<file path="config.mk">
export PLATFORM = sky130hd
export DESIGN_NAME = vga_capture_apb
export DESIGN_NICKNAME = d
export VERILOG_FILES = /design/src/rtl/vga_capture_apb.sv
export SDC_FILE = /design/constraint.sdc
export NUM_CORES = 1
export LEC_CHECK = 0
export CORE_UTILIZATION = 43
export DETAILED_ROUTE_END_ITERATION = 6
export PLACE_DENSITY_LB_ADDON = 0.2
export SETUP_SLACK_MARGIN = 0.2
export SKIP_LAST_GASP = 1
export SLEW_MARGIN = 25
export SYNTH_ARGS = -nofsm -noshare
export SYNTH_HDL_FRONTEND = slang
export SYNTH_SLANG_ARGS = --single-unit
</file>
<file path="constraint.sdc">
create_clock -name clock -period 6.3 [get_ports clock]
set_input_delay 1.26 -clock clock [delete_from_list [all_inputs] [get_ports clock]]
set_output_delay 1.26 -clock clock [all_outputs]
set_load 0.05 [all_outputs]
</file>
<file path="src/rtl/vga_capture_apb.sv">
// vga_capture_apb
// Frame grabber. It samples a 24-bit VGA pixel stream, tracks the pixel
// coordinates and queues each pixel in a small FIFO. An APB3 initiator then
// writes every queued pixel into a frame buffer at BASE_ADDR + {y,x,2'b00}.
//
// Ports
//   clock, reset            system clock; asynchronous active-low reset
//   capture_start           1-cycle pulse that arms capture of the next frame
//   vga_r/g/b, vga_hsync,   pixel stream (hsync is accepted but not needed,
//   vga_vsync, vga_valid    because lines are delimited by vga_valid)
//   out_p*                  APB3 initiator port (out_prdata is ignored)
//   busy                    capture FSM is not idle
//   frame_done              1-cycle pulse once the frame is fully written
//   overflow                sticky: a pixel was dropped on a full FIFO
//   slverr                  sticky: a write completed with pslverr=1
module vga_capture_apb #(
  parameter logic [31:0] BASE_ADDR  = 32'h2100_0000,
  parameter int          FIFO_DEPTH = 8,
  parameter int          H_MAX      = 640,
  parameter int          V_MAX      = 480
) (
  input  logic        clock,
  input  logic        reset,
  input  logic        capture_start,
  input  logic [7:0]  vga_r,
  input  logic [7:0]  vga_g,
  input  logic [7:0]  vga_b,
  input  logic        vga_hsync,
  input  logic        vga_vsync,
  input  logic        vga_valid,
  output logic [31:0] out_paddr,
  output logic        out_psel,
  output logic        out_penable,
  output logic        out_pwrite,
  output logic [31:0] out_pwdata,
  output logic [3:0]  out_pstrb,
  output logic [2:0]  out_pprot,
  input  logic        out_pready,
  input  logic [31:0] out_prdata,
  input  logic        out_pslverr,
  output logic        busy,
  output logic        frame_done,
  output logic        overflow,
  output logic        slverr
);

  localparam int PTR_W = (FIFO_DEPTH > 1) ? $clog2(FIFO_DEPTH) : 1;
  localparam int CNT_W = $clog2(FIFO_DEPTH + 1);
  localparam logic [CNT_W-1:0] FULL_COUNT = CNT_W'(FIFO_DEPTH);
  localparam logic [10:0] H_LIM = 11'(H_MAX);
  localparam logic [10:0] V_LIM = 11'(V_MAX);

  typedef enum logic [1:0] {C_IDLE, C_WAIT, C_RUN, C_DRAIN} cap_state_t;
  typedef enum logic [1:0] {A_IDLE, A_SETUP, A_ACCESS} apb_state_t;

  cap_state_t cap_state_q, cap_state_d;
  apb_state_t apb_state_q, apb_state_d;

  logic             vsync_q, vsync_d;
  logic             valid_q, valid_d;
  logic [9:0]       x_q, x_d;
  logic [9:0]       y_q, y_d;
  logic [PTR_W-1:0] wr_ptr_q, wr_ptr_d;
  logic [PTR_W-1:0] rd_ptr_q, rd_ptr_d;
  logic [CNT_W-1:0] count_q, count_d;
  logic             overflow_q, overflow_d;
  logic             slverr_q, slverr_d;

  logic [43:0] fifo_mem_q [FIFO_DEPTH];
  logic [43:0] head;

  logic vsync_rise, vsync_fall, valid_fall;
  logic fifo_full, fifo_empty, in_range, pixel_req, push, pop, drop;

  logic unused_inputs;
  assign unused_inputs = ^{vga_hsync, out_prdata};

  // Edges are found against a single registered copy of each input.
  assign vsync_rise = vga_vsync & ~vsync_q;
  assign vsync_fall = ~vga_vsync & vsync_q;
  assign valid_fall = valid_q & ~vga_valid;
  assign vsync_d    = vga_vsync;
  assign valid_d    = vga_valid;

  assign fifo_full  = (count_q == FULL_COUNT);
  assign fifo_empty = (count_q == '0);
  assign in_range   = ({1'b0, x_q} < H_LIM) && ({1'b0, y_q} < V_LIM);
  assign pixel_req  = (cap_state_q == C_RUN) && vga_valid;

  // A pop in the same cycle frees the slot, so a full FIFO still accepts.
  assign pop  = (apb_state_q == A_ACCESS) && out_pready;
  assign push = pixel_req && in_range && (!fifo_full || pop);
  assign drop = pixel_req && in_range && fifo_full && !pop;

  // FIFO bookkeeping; occupancy comes from the count, not pointer equality.
  always_comb begin
    wr_ptr_d = wr_ptr_q;
    rd_ptr_d = rd_ptr_q;
    count_d  = count_q;
    if (push) wr_ptr_d = wr_ptr_q + PTR_W'(1);
    if (pop)  rd_ptr_d = rd_ptr_q + PTR_W'(1);
    case ({push, pop})
      2'b10:   count_d = count_q + CNT_W'(1);
      2'b01:   count_d = count_q - CNT_W'(1);
      default: count_d = count_q;
    endcase
  end

  // Capture FSM, coordinate counters and sticky status flags.
  always_comb begin
    cap_state_d = cap_state_q;
    x_d         = x_q;
    y_d         = y_q;
    overflow_d  = overflow_q;
    slverr_d    = slverr_q;
    frame_done  = 1'b0;
    case (cap_state_q)
      C_IDLE: begin
        if (capture_start) begin
          cap_state_d = C_WAIT;
          overflow_d  = 1'b0;
          slverr_d    = 1'b0;
        end
      end
      C_WAIT: begin
        if (vsync_rise) begin
          cap_state_d = C_RUN;
          x_d         = '0;
          y_d         = '0;
        end
      end
      C_RUN: begin
        if (vga_valid) begin
          x_d = (x_q == 10'h3FF) ? x_q : x_q + 10'd1;
        end else if (valid_fall) begin
          x_d = '0;
          y_d = (y_q == 10'h3FF) ? y_q : y_q + 10'd1;
        end
        if (vsync_fall) cap_state_d = C_DRAIN;
      end
      C_DRAIN: begin
        if (fifo_empty && (apb_state_q == A_IDLE)) begin
          cap_state_d = C_IDLE;
          frame_done  = 1'b1;
        end
      end
      default: cap_state_d = C_IDLE;
    endcase
    if (drop) overflow_d = 1'b1;
    if (pop && out_pslverr) slverr_d = 1'b1;
  end

  // APB3 initiator; ACCESS chains straight into SETUP while data remains.
  always_comb begin
    apb_state_d = apb_state_q;
    case (apb_state_q)
      A_IDLE:   if (!fifo_empty) apb_state_d = A_SETUP;
      A_SETUP:  apb_state_d = A_ACCESS;
      A_ACCESS: begin
        if (out_pready) apb_state_d = (count_d != '0) ? A_SETUP : A_IDLE;
      end
      default:  apb_state_d = A_IDLE;
    endcase
  end

  // The head entry only moves on a pop, so address/data hold through waits.
  assign head        = fifo_mem_q[rd_ptr_q];
  assign out_psel    = (apb_state_q != A_IDLE);
  assign out_penable = (apb_state_q == A_ACCESS);
  assign out_pwrite  = out_psel;
  assign out_pstrb   = out_psel ? 4'b0111 : 4'b0000;
  assign out_pprot   = 3'b000;
  assign out_paddr   = out_psel ? (BASE_ADDR + {10'd0, head[43:34], head[33:24], 2'b00}) : 32'd0;
  assign out_pwdata  = out_psel ? {8'h00, head[23:0]} : 32'd0;
  assign busy        = (cap_state_q != C_IDLE);
  assign overflow    = overflow_q;
  assign slverr      = slverr_q;

  // Pixel storage carries no reset; the count alone says what is valid.
  always_ff @(posedge clock) begin
    if (push) fifo_mem_q[wr_ptr_q] <= {y_q, x_q, vga_r, vga_g, vga_b};
  end

  always_ff @(posedge clock or negedge reset) begin
    if (!reset) begin
      cap_state_q <= C_IDLE;
      apb_state_q <= A_IDLE;
      vsync_q     <= 1'b0;
      valid_q     <= 1'b0;
      x_q         <= '0;
      y_q         <= '0;
      wr_ptr_q    <= '0;
      rd_ptr_q    <= '0;
      count_q     <= '0;
      overflow_q  <= 1'b0;
      slverr_q    <= 1'b0;
    end else begin
      cap_state_q <= cap_state_d;
      apb_state_q <= apb_state_d;
      vsync_q     <= vsync_d;
      valid_q     <= valid_d;
      x_q         <= x_d;
      y_q         <= y_d;
      wr_ptr_q    <= wr_ptr_d;
      rd_ptr_q    <= rd_ptr_d;
      count_q     <= count_d;
      overflow_q  <= overflow_d;
      slverr_q    <= slverr_d;
    end
  end

endmodule

</file>
Word level (Yosys, flattened, before mapping)
Memory sizes are Yosys's and may differ from the RTL's.
Cells that the tools add are included.

word-level totals
  register bits after elaboration = 38
  memory bits (writable) = 352
  input bits = 64
  output and inout bits = 78
  logic and storage cells = 107
  memories kept = 1

operators by class
  add/sub/neg operators = 7
  order comparisons = 2
  equal/unequal tests = 21
  multiplexer cells = 30
  bitwise operators = 6
  reductions and logical operators = 29

memories
  name        depth  bits a word  rd ports  clocked after Yosys merged registers in  write ports  RTL line  text
  fifo_mem_q  8      44           1         0                                        1            69        logic [43:0] fifo_mem_q [FIFO_DEPTH];

operators with widths
  operator                                                                       number
  10-bit two-way mux                                                             7
  10-bit case mux with 2 select lines                                            2
  30-bit by 22-bit adder with 31-bit output, first input constant                1
  31-bit two-way mux                                                             1
  24-bit two-way mux                                                             1
  10-bit by 1-bit adder with 10-bit output, second input constant                2
  10-bit == test, second input constant                                          2
  2-bit inequality test, second input constant                                   8
  2-bit nonzero test                                                             7
  2-bit two-way mux                                                              6
  10-bit less-than comparator, second input constant                             1
  10-bit by 9-bit less-than comparator with 1-bit output, second input constant  1
  1-bit logical AND                                                              9
  1-bit two-way mux                                                              9
  2-bit == test, second input constant                                           4
  2-bit case mux with 4 select lines                                             1
  4-bit case mux with 2 select lines                                             1
  4-bit AND reduction                                                            2
  3-bit by 1-bit adder with 3-bit output, second input constant                  2
  2-bit by 1-bit == test with 1-bit output, second input constant                3
  3-bit inequality test, second input constant                                   2
  2-bit case mux with 3 select lines                                             1
  2-bit AND reduction                                                            3
  5-bit AND reduction                                                            1
  12 further kinds                                                               18

Logic depth before layout (Yosys ltp)
  word-level depth = 10
  mapped depth = 12
  gate-level depth less buffers = 11

Worst setup path before layout
No wires, ideal clock.

  kind = input port to flip-flop
  start point = input vga_valid
  end point = memory fifo_mem_q[0][0] (enable)
  setup time = 500 ps
  arrival = 4982 ps
  data required time = 5800 ps
  slack = 818 ps
  stages on the path = 6
  buffers on the path = 1
  cells stage by stage = and2_1 > buf_4 > nand4b_4 > a21oi_2 > nand2b_1 > nor3_1

between the ends
  longest elaborated chain between the ends = 5

RTL lines
  element                                  RTL line  text
  start, declared                          30        input logic vga_valid,
  1-bit logical AND                        88        assign pixel_req = (cap_state_q == C_RUN) && vga_valid;
  1-bit logical AND (2 in a row)           92        assign push = pixel_req && in_range && (!fifo_full || pop);
  1-bit two-way mux                        181       if (push) fifo_mem_q[wr_ptr_q] <= {y_q, x_q, vga_r, vga_g, vga_b};
  1-bit two-way mux (implied by the code)  181
  end, declared                            69

Every way passes these cells.

Worst setup path after layout
  start point = register rd_ptr_q[1]
  end point = output out_paddr[14]

between the ends
  longest elaborated chain between the ends = 3

RTL lines
  element                                    RTL line  text
  start, declared                            64        logic [PTR_W-1:0] rd_ptr_q, rd_ptr_d;
  start signal, assigned                     205       rd_ptr_q <= rd_ptr_d;
  memory 8 x 44 bit                          n/a
  30-bit by 22-bit adder with 31-bit output  173       assign out_paddr = out_psel ? (BASE_ADDR + {10'd0, head[43:34], head[33:24], 2'b00}) : 32'd0;
  31-bit two-way mux                         173
  end, declared                              31        output logic [31:0] out_paddr,

Every way passes these cells.

==> impl_metrics.py <==
metrics = {
    "status": {
        "status": "complete, but fails checks",
        "violations": "design-rule violations",
    },
    "power": {
        "swShare": 0.351,
        "power.density_cell_area_nw_per_um2": 475,
        "power_leakage_nw": 6.25,
        "worst_ir_drop_vdd_mv": 0.323,
        "combPwrFrac": 0.359,
        "power.share.sequential": 0.371,
        "clkPwrFrac": 0.270,
        "p_int_mw": 5.68,
        "p_sw_mw": 3.08,
    },
    "floorplanning": {
        "core_area_um2": 35700,
        "die_area_um2": 37300,
        "start_util": 0.440,
        "std_cell_rows": 69,
        "chipWidth_um": 193,
        "pin_count": 142,
        "die_y_um": 193,
    },
    "yosys": {
        "syn_inst": 818,
        "synth_area_per_cell_um2": 19.2,
        "synthArstFlopShare": 0.0974,
        "synth-seq-area-share": 0.733,
        "synth.distinct_cells": 53,
        "ys_warn_count": 0,
        "synth.cell_area_um2": 15700,
        "synth-edff-count": 352,
        "synthFlopType": "edfxtp_1",
        "yosys_register_bits": 390,
    },
    "clock_tree": {
        "cts_made_buffers": 41,
        "htree_levels": 2,
        "hold_buffers": 0,
        "clock_sinks": 390,
        "cts_tree": "built",
        "cts.clk_slew.worst_paths_ns": 0.06,
        "cts_setup_buffers": 0,
        "ctsLongestPathBuffers": 3,
        "clkLatencyLatePin_ns": 0.52,
        "clock_tree.root_cell": "clkbuf_16",
        "postCtsResizedCells": 0,
    },
    "detailed_routing": {
        "drcViolationCount": 10,
        "wl_per_cell_um": 21.1,
        "wl_um": 29900,
        "num_vias": 7521,
        "drt_iter0_drc": 584,
        "drtAntennaViolNets": 0,
        "dr.pass1.iters": 7,
        "post_drt_via_cell_ratio": 5.30,
    },
    "global_routing": {
        "grt_pass1_wl_um": 46200,
        "grt_start_max_net_pins": 57,
        "grt_pass1_vias": 7825,
        "grt_overflow": 0,
        "track_usage": 0.167,
        "antenna_found_initial": 0,
    },
    "place": {
        "dpl_cell_area_um2": 17100,
        "hpwl_um": 16600,
        "dp.cells": 1342,
        "io_buffers": 86,
        "gp_congestion": 0.731,
    },
    "setup_path": {
        "arrival_ns": 3.28,
        "reg2reg_slack_ns": 2.73,
        "crit_required_ns": 5.04,
        "crit_slowest_cell": "dfrtp_4",
        "r2r_start": "cap_state_q[0]",
        "rr_endpoint": "fifo_mem_q[6][7]",
        "setup.worst_path.start_class": "flop",
        "max_stage_delay_ns": 0.91,
        "rr_worst_depth": 8,
        "crit_fanout": 50,
        "critical_path.cell_chain": "buf_4, mux4_2, mux2i_1, nor2_1, clkdlybuf4s50_1",
        "worstSetupEndpointType": "output port",
        "crit_type": "reg2out",
    },
    "run": {
        "maxCapViolCount": 0,
    },
    "timing": {
        "tightestPinTransition_ns": 0.891,
        "fin_hold_ws_ns": 0.502,
        "period_share": 0.721,
        "fmax_mhz": 220,
        "fin_skew_ns": 0.00964,
        "min_period_ns": 4.54,
        "rsz0062_at_grt": "false",
        "hold_viol_final": 0,
        "relSlewSlack": 0.404,
        "maxSlewViolCount": 0,
        "tns_ns": 0,
        "setup_violations": 0,
    },
    "cells_and_area": {
        "syn_to_final_growth_pct": 17.4,
        "fillers": 2918,
        "layout.cells.non_filler": 1418,
        "fin_area_um2": 18400,
        "final_core_util": 0.516,
        "num_antenna_cells": 0,
        "num-nets-final": 1000,
        "drive_gt1_frac": 0.196,
    },
    "worst_hold_path": {
        "hold_path_end": "overflow",
        "holdPathStages": 2,
        "hold_path_startpoint": "overflow",
        "min_path_type": "reg2reg",
    },
}
cell type report:
cell class	instances	area (um^2)	area share
Multi-Input combinational cell	379	3920	0.213
Tap cell	461	577	0.0313
Clock inverter	20	200	0.0109
Timing Repair Buffer	102	1050	0.0570
Clock buffer	56	1120	0.0610
Sequential cell	390	11500	0.625
Inverter	10	37.5	0.00204
cell usage after synthesis (3+ instances only):
cell | instances | area share
edfxtp_1 | 352 | 0.67
mux4_2 | 88 | 0.13
nor2_1 | 74 | 0.018
mux2i_1 | 47 | 0.030
dfrtp_1 | 38 | 0.061
buf_4 | 32 | 0.015
nand2_1 | 25 | 0.0060
o21ai_0 | 19 | 0.0061
buf_2 | 14 | 0.0045
clkbuf_1 | 13 | 0.0031
ha_1 | 11 | 0.0088
xnor2_1 | 11 | 0.0061
a21oi_1 | 10 | 0.0032
inv_1 | 10 | 0.0024
nand2b_1 | 7 | 0.0028
nand3_1 | 7 | 0.0022
nor3_1 | 7 | 0.0022
a21o_1 | 4 | 0.0019
and3_1 | 4 | 0.0016
and2_1 | 3 | 0.0012
mux2_2 | 3 | 0.0022
xor2_1 | 3 | 0.0017
layout by cell type (no fill, tap or decap), types with 4 or more instances in the layout:
master             n
a21o_1             4
a21oi_1           10
and3_1             4
buf_12             6
buf_4             10
bufinv_16          4
clkbuf_1          13
clkbuf_16         43
clkdlybuf4s50_1   85
clkinv_1           8
clkinv_2           5
conb_1            22
dfrtp_1           35
edfxtp_1         352
ha_1              11
inv_1             10
mux2i_1           47
mux4_2            88
nand2_1           25
nand2b_1           7
nand3_1            7
nor2_1            67
nor2_4             7
nor3_1             5
o21ai_0           19
xnor2_1           11
worst max-delay path by stage:
stage,start,end,slack [ns],depth (start not counted)
5_1_grt,rd_ptr_q[0],out_paddr[15],1.58,5
2_1_floorplan,vga_valid,fifo_mem_q[0][0],0.82,6
4_1_cts,rd_ptr_q[1],out_paddr[14],1.63,5
3_3_place_gp,vga_valid,fifo_mem_q[6][4],1.80,7
6_report,rd_ptr_q[1],out_paddr[14],1.76,5
3_5_place_dp,vga_valid,fifo_mem_q[6][7],1.73,7
power by group through the flow:
| stage | Sequential (mW) | Combinational [mW] | Clock (mW) |
|---|---|---|---|
| global route | 3.28 | 3.38 | 2.51 |
| floorplan | 3.19 | 2.38 | 0 |
| finish | 3.25 | 3.15 | 2.36 |
| global placement | 3.30 | 3.18 | 0 |
| CTS | 3.26 | 3.21 | 2.42 |
| detailed placement | 3.31 | 3.20 | 0 |
metal layers:
metal,global-route usage,wire length (um),share of wire,vias to the layer above
li1,-,-,-,3415
met1,0.234,13600,0.46,3903
met2,0.275,14600,0.49,158
met3,0.0270,1170,0.039,45
met4,0.0421,512,0.017,0
met5,0,0,0,-
state kept, by name, summed over array words and instances, names as in the netlist:
signal and count:
overflow 1, rd_ptr_q 3, valid_q 1, count_q 4, vsync_q 1, x_q 10
wr_ptr_q 3, apb_state_q 2, slverr 1, fifo_mem_q 352, cap_state_q 2, y_q 10
critical path: cells and delay by family (launching register included):
kind	cells	cell delay, ns
flops	1	0.91
buf+inv	2	1.20
simple gates	1	0.06
mux	2	0.56
stage by stage:
stage | power (mW) | setup slack, ns
after global routing | 9.17 | 1.58
after CTS | 8.88 | 1.63
after global placement | 6.48 | 1.80
after detailed placement | 6.51 | 1.73
final | 8.75 | 1.76
after floorplan | 5.57 | 0.818
cell families (layout without fill, tap and decap cells):
| group | count (synthesis) | in the layout | share of synthesized area |
|---|---|---|---|
| AO/OA/AOI/OAI | 45 | 45 | 0.0186 |
| AND/OR/NAND/NOR | 148 | 148 | 0.0456 |
| flip-flops | 390 | 390 | 0.733 |
| multiplexers | 138 | 138 | 0.158 |
| buffers and inverters | 70 | 188 | 0.0260 |
| XOR/XNOR | 14 | 14 | 0.00781 |
| adder cells (fa/ha/maj) | 12 | 12 | 0.0100 |
| other | 1 | 22 | 0.000239 |
(Power assumes the default switching activity.)
